==> config.mk <==
export PLATFORM = sky130hd
export DESIGN_NAME = imem_loader
export DESIGN_NICKNAME = d
export VERILOG_FILES = /design/src/rtl/riscv_pkg.sv /design/src/rtl/opcode_check.sv /design/src/rtl/imem_loader.sv
export SDC_FILE = /design/constraint.sdc
export NUM_CORES = 1
export LEC_CHECK = 0
export ABC_AREA = 1
export CORE_ASPECT_RATIO = 1.1
export CORE_MARGIN = 2
export CORE_UTILIZATION = 45
export CTS_CLUSTER_SIZE = 20
export DETAILED_ROUTE_END_ITERATION = 10
export GPL_TIMING_DRIVEN = 0
export MAX_ROUTING_LAYER = met4
export PLACE_DENSITY_LB_ADDON = 0.2
export SYNTH_ARGS = -nofsm -noshare
export SYNTH_HDL_FRONTEND = slang
export SYNTH_SLANG_ARGS = --single-unit
==> constraint.sdc <==
create_clock -name clk_i -period 2.3 [get_ports clk_i]
set_clock_uncertainty 0.15 [all_clocks]
set_input_delay 0.345 -clock clk_i [delete_from_list [all_inputs] [get_ports clk_i]]
set_output_delay 0.345 -clock clk_i [all_outputs]
set_load 0.02 [all_outputs]
==> src/rtl/riscv_pkg.sv <==
// Shared RISC-V definitions: major opcodes understood by the main decoder and
// the program-loader state encoding.
package riscv_pkg;

    localparam logic [6:0] OP_LOAD   = 7'b0000011;
    localparam logic [6:0] OP_STORE  = 7'b0100011;
    localparam logic [6:0] OP_RTYPE  = 7'b0110011;
    localparam logic [6:0] OP_BRANCH = 7'b1100011;
    localparam logic [6:0] OP_ITYPE  = 7'b0010011;
    localparam logic [6:0] OP_JAL    = 7'b1101111;

    typedef enum logic [2:0] {
        ST_IDLE  = 3'd0,
        ST_HDR0  = 3'd1,
        ST_HDR1  = 3'd2,
        ST_DATA  = 3'd3,
        ST_WRITE = 3'd4,
        ST_DONE  = 3'd5,
        ST_ERROR = 3'd6
    } loader_state_t;

endpackage

==> src/rtl/opcode_check.sv <==
// Combinational opcode filter: flags whether a 7-bit major opcode belongs to
// the set the main decoder implements.
module opcode_check
    import riscv_pkg::*;
(
    input  logic [6:0] opcode,
    output logic       legal
);

    // Membership test against the supported opcode set.
    always_comb begin
        legal = 1'b0;
        case (opcode)
            OP_LOAD, OP_STORE, OP_RTYPE,
            OP_BRANCH, OP_ITYPE, OP_JAL: legal = 1'b1;
            default:                     legal = 1'b0;
        endcase
    end

endmodule

==> src/rtl/imem_loader.sv <==
// Byte-stream program loader. Receives a 16-bit little-endian word count and
// that many little-endian 32-bit instructions, writes each legal word into
// instruction memory and keeps the core in reset until the load completes.
//
// Handshake: a byte moves on a rising edge where byte_valid_i && byte_ready_o.
// byte_ready_o is registered from the state only (high in HDR0/HDR1/DATA), so
// the source must hold byte_valid_i/byte_data_i stable until it sees ready.
module imem_loader
    import riscv_pkg::*;
#(
    parameter int ADDR_W = 8
) (
    input  logic              clk_i,
    input  logic              rst_n_i,
    input  logic              start_i,
    input  logic              byte_valid_i,
    input  logic [7:0]        byte_data_i,
    output logic              byte_ready_o,
    output logic              imem_we_o,
    output logic [ADDR_W-1:0] imem_addr_o,
    output logic [31:0]       imem_wdata_o,
    output logic              cpu_rst_n_o,
    output logic              busy_o,
    output logic              done_o,
    output logic              err_o,
    output logic [ADDR_W:0]   word_count_o,
    output loader_state_t     state_o
);

    // Largest word count that fits in memory without wrapping the address.
    localparam logic [16:0] MAX_WORDS = 17'(1) << ADDR_W;

    loader_state_t state;
    logic [15:0]   count;
    logic [1:0]    byte_idx;
    logic [23:0]   shift;
    logic          accept;
    logic [15:0]   hdr_n;
    logic [31:0]   assembled;
    logic          opcode_legal;
    logic          last_word;

    assign accept    = byte_valid_i && byte_ready_o;
    // Full header value as it completes on the HDR1 accept.
    assign hdr_n     = {byte_data_i, count[7:0]};
    // Word as it completes on the 4th byte: earlier bytes sit low in shift.
    assign assembled = {byte_data_i, shift};
    assign last_word = (32'(word_count_o) + 32'd1) == 32'(count);
    assign state_o   = state;

    opcode_check u_opcode_check (
        .opcode (assembled[6:0]),
        .legal  (opcode_legal)
    );

    // Loader FSM with all outputs registered alongside the state.
    always_ff @(posedge clk_i or negedge rst_n_i) begin
        if (!rst_n_i) begin
            state        <= ST_IDLE;
            count        <= '0;
            byte_idx     <= '0;
            shift        <= '0;
            byte_ready_o <= 1'b0;
            imem_we_o    <= 1'b0;
            imem_addr_o  <= '0;
            imem_wdata_o <= '0;
            cpu_rst_n_o  <= 1'b0;
            busy_o       <= 1'b0;
            done_o       <= 1'b0;
            err_o        <= 1'b0;
            word_count_o <= '0;
        end else begin
            imem_we_o <= 1'b0;
            case (state)
                ST_IDLE, ST_DONE, ST_ERROR: begin
                    if (start_i) begin
                        state        <= ST_HDR0;
                        count        <= '0;
                        byte_idx     <= '0;
                        imem_addr_o  <= '0;
                        word_count_o <= '0;
                        done_o       <= 1'b0;
                        err_o        <= 1'b0;
                        cpu_rst_n_o  <= 1'b0;
                        busy_o       <= 1'b1;
                        byte_ready_o <= 1'b1;
                    end
                end
                ST_HDR0: begin
                    if (accept) begin
                        count[7:0] <= byte_data_i;
                        state      <= ST_HDR1;
                    end
                end
                ST_HDR1: begin
                    if (accept) begin
                        count[15:8] <= byte_data_i;
                        if (hdr_n == 16'd0) begin
                            state        <= ST_DONE;
                            byte_ready_o <= 1'b0;
                            busy_o       <= 1'b0;
                            done_o       <= 1'b1;
                            cpu_rst_n_o  <= 1'b1;
                        end else if ({1'b0, hdr_n} > MAX_WORDS) begin
                            state        <= ST_ERROR;
                            byte_ready_o <= 1'b0;
                            busy_o       <= 1'b0;
                            err_o        <= 1'b1;
                        end else begin
                            state <= ST_DATA;
                        end
                    end
                end
                ST_DATA: begin
                    if (accept) begin
                        shift    <= {byte_data_i, shift[23:8]};
                        byte_idx <= byte_idx + 2'd1;
                        if (byte_idx == 2'd3) begin
                            byte_ready_o <= 1'b0;
                            if (opcode_legal) begin
                                state        <= ST_WRITE;
                                imem_we_o    <= 1'b1;
                                imem_addr_o  <= word_count_o[ADDR_W-1:0];
                                imem_wdata_o <= assembled;
                            end else begin
                                state  <= ST_ERROR;
                                busy_o <= 1'b0;
                                err_o  <= 1'b1;
                            end
                        end
                    end
                end
                ST_WRITE: begin
                    word_count_o <= word_count_o + 1'b1;
                    if (last_word) begin
                        state       <= ST_DONE;
                        busy_o      <= 1'b0;
                        done_o      <= 1'b1;
                        cpu_rst_n_o <= 1'b1;
                    end else begin
                        state        <= ST_DATA;
                        byte_ready_o <= 1'b1;
                    end
                end
                default: begin
                    state        <= ST_IDLE;
                    byte_ready_o <= 1'b0;
                    busy_o       <= 1'b0;
                end
            endcase
        end
    end

endmodule
==> flow_summary.json <==
{
  "synth-seq-cells": 99,
  "async_reset_ff_share_pct": 100,
  "clk_latency_ps": 360,
  "io_pins": 70,
  "fin_crit_sh_pct": 92.0,
  "via_count": 3834,
  "num_rows": 38,
  "synth_area_leaders": "dfrtp_1 (55%), nand2_1 (13%), inv_1 (7.1%), o21ai_0 (5.5%), nand3_1 (3.7%)",
  "regToRegStartpoint": "word_count_o[0]$_DFFE_PN0P_",
  "grt_remaining_overflow": 0,
  "diodes": 0,
  "die-area_sq_um": 10800,
  "yosysMostFrequentCell": "nand2_1",
  "cts_root_buf": "clkbuf_8",
  "grt.total_usage_pct": 21.6,
  "status": "finished clean",
  "ant_nets": 0,
  "synth-edff-count": 0,
  "antenna_found_initial": 0,
  "hold_path.class": "flip-flop to flip-flop",
  "drive_gt1_share_pct": 8.43,
  "grt_pass1_wl_mm": 17.8,
  "yosys.area.top_type_share_pct": 55.2,
  "maxSlewHeadroom_pct": 66.3,
  "syn_inst": 542,
  "drt_iter0_drc": 260,
  "die_h_um": 109,
  "p_leak_nw": 2.88,
  "p_per_area_nw_per_um2": 499,
  "cap_violations": 0,
  "critPathSlowestCell": "dfrtp_2",
  "cpMostUsedCell": "nand2_1",
  "startpoint_type": "flip-flop",
  "synth_cell_types": 32,
  "dp_hpwl_mm": 7.84,
  "r2r_cells": 11,
  "setup_viol": 0,
  "crit_type": "flip-flop to flip-flop",
  "vdd_drop_max_v": 0.000253,
  "r2r_slack_ps": 180,
  "ys.flop_type": "dfrtp_1",
  "synth.yosys.seq_area_share_pct": 55.2,
  "fill_cells": 918,
  "rr_endpoint": "byte_ready_o$_DFFE_PN0P_",
  "clk_pin_slew_worst_paths_ps": 90,
  "io_buffers": 69,
  "numCtsBuffers": 9,
  "critical_path.max_fanout": 5,
  "clkSinkCount": 99,
  "yosysWarnings": 0,
  "slew_viol_final": 0,
  "core_sq_um": 9790,
  "grt_max_degree": 62,
  "gp_congestion": 0.879,
  "max_stage_delay_ps": 410,
  "hold_end": "imem_wdata_o[0]$_DFFE_PN0P_",
  "drc_errors": 0,
  "path_cells": "ha_2 -> nand3_1 -> nor2_4 -> nand2_1 -> nand2_1 -> and2_1 -> nor2_1 -> nor2_1 -> nand4_1 -> nand3_1 -> nand2_1",
  "avgSynthCellArea_sq_um": 8.27,
  "cts_tree": "built",
  "wire_per_inst_um": 14.1,
  "finalHoldViolations": 0,
  "period_minus_slack_ps": 2120,
  "die_w_um": 99.2,
  "syn_to_final_growth_pct": 24.1,
  "initial_core_util_pct": 45.8,
  "synth_area_sq_um": 4480,
  "hold_depth": 1,
  "cp.arrival_ps": 2210,
  "p_total_mw": 2.77,
  "grt_setup_unrepaired": "false",
  "path_buf_inv": 0,
  "synth.net_count": 557,
  "fin_nets": 642,
  "required_ps": 2400,
  "hp-start": "imem_wdata_o[0]$_DFFE_PN0P_",
  "worst_slew_pin_slew_ps": 506,
  "h-tree-depth": 3,
  "crit_family": "simple AND/OR/NAND/NOR gates",
  "hold_ws_ps": 321,
  "grt_pass1_vias": 3706,
  "first_pass_iters": 4,
  "synth_common_cells": "nand2_1 (157), dfrtp_1 (99), inv_1 (85)",
  "synth_largest_area_cell": "dfrtp_1",
  "route.final.wire_length_mm": 10.6,
  "vias_per_cell": 5.12,
  "end_kind": "flip-flop",
  "fmax_mhz": 473,
  "cts_buffer_depth": 2
}
==> cell type report <==
| type | instances | area (sq um) | share of cell area (%) |
|---|---|---|---|
| clock inverters | 4 | 31.3 | 0.562 |
| well taps | 120 | 150 | 2.70 |
| inverters | 90 | 340 | 6.12 |
| clock buffers | 9 | 124 | 2.23 |
| repair buffers | 74 | 748 | 13.4 |
| flip-flops and latches | 99 | 2480 | 44.6 |
| plain buffers | 11 | 58.8 | 1.06 |
| multi-input cells | 342 | 1630 | 29.3 |
==> timing repair <==
| item | 4_1_cts | 5_1_grt |
|---|---|---|
| pin swaps | 0 | 2 |
| hold buffers | 1 | 0 |
| resized for setup | 1 | 10 |
| setup buffers | 0 | 3 |
| setup endpoints to repair | 3 | 23 |
| hold endpoints to repair | 38 | 0 |
==> placed cells by master (no fill, tap or decap), drive strengths merged <==
cell type,synthesis,final
o22ai,19,19
nand4,7,7
a21oi,4,4
clkinv,0,4
a211oi,1,1
a22o,1,1
nand3,34,34
or2,4,4
nor2,35,35
clkdlybuf4s50,0,68
buf,8,13
fa,1,1
dlygate4sd3,0,1
nand2,158,158
o21ai,71,71
dfrtp,99,99
ha,2,2
inv,90,90
and2,1,1
nor3,4,4
clkbuf,3,12
==> layer usage <==
metal	vias up	GRT usage, %	share of wire, %
met2	84	32.2	48
met1	1853	29.8	47
met4	0	8.22	1.7
li1	1883	-	-
met3	14	3.65	3.5
met5	-	-	0
==> per-stage QoR <==
stage                     utilization (%)  area (sq um)  instances  setup slack [ps]  setup TNS, ps
after detailed placement             54.6          5350        732             -9.60          -9.60
after global routing                 56.8          5560        749              23.3              0
after global placement               54.4          5330        731             -2890        -285370
after CTS                            56.3          5520        746              19.0              0
after floorplan                         -          4480        542               281              0
final                                56.8          5560        749               184              0
==> flip-flops by register name, indices dropped and copies added (netlist names) <==
| signal | count |
|---|---|
| busy_o | 1 |
| byte_idx | 2 |
| shift | 24 |
| state_o | 3 |
| done_o | 1 |
| imem_we_o | 1 |
| byte_ready_o | 1 |
| imem_wdata_o | 32 |
| err_o | 1 |
| count | 16 |
| imem_addr_o | 8 |
| word_count_o | 9 |
==> how the worst max path moves through the flow <==
stage,startpoint,to,cells past startpoint
after floorplan,word_count_o[0]$_DFFE_PN0P_,busy_o$_DFFE_PN0P_,13
after global placement,rst_n_i,imem_addr_o[7]$_DFFE_PN0P_,1
after detailed placement,byte_valid_i,imem_addr_o[0]$_DFFE_PN0P_,10
after CTS,state_o[0]$_DFFE_PN0P_,count[8]$_DFFE_PN0P_,7
after global routing,word_count_o[0]$_DFFE_PN0P_,busy_o$_DFFE_PN0P_,13
final,word_count_o[0]$_DFFE_PN0P_,byte_ready_o$_DFFE_PN0P_,11
==> where the power goes <==
part / switching, mW / leakage (nW) / internal [mW]
clock network: 0.581 / 0.0810 / 0.380
logic: 0.0519 / 1.66 / 0.0241
registers: 0 / 1.14 / 1.74
==> cells by family after synthesis <==
family                     Yosys count  share of synthesized area, %
buffers and inverters              101                          8.90
DFF                                 99                          55.2
and+or+nand+nor                    243                          23.4
adders and majority gates            3                          1.00
AOI/OAI and AO/OA                   96                          11.5
Note: power is estimated with default switching activity, not from simulation.
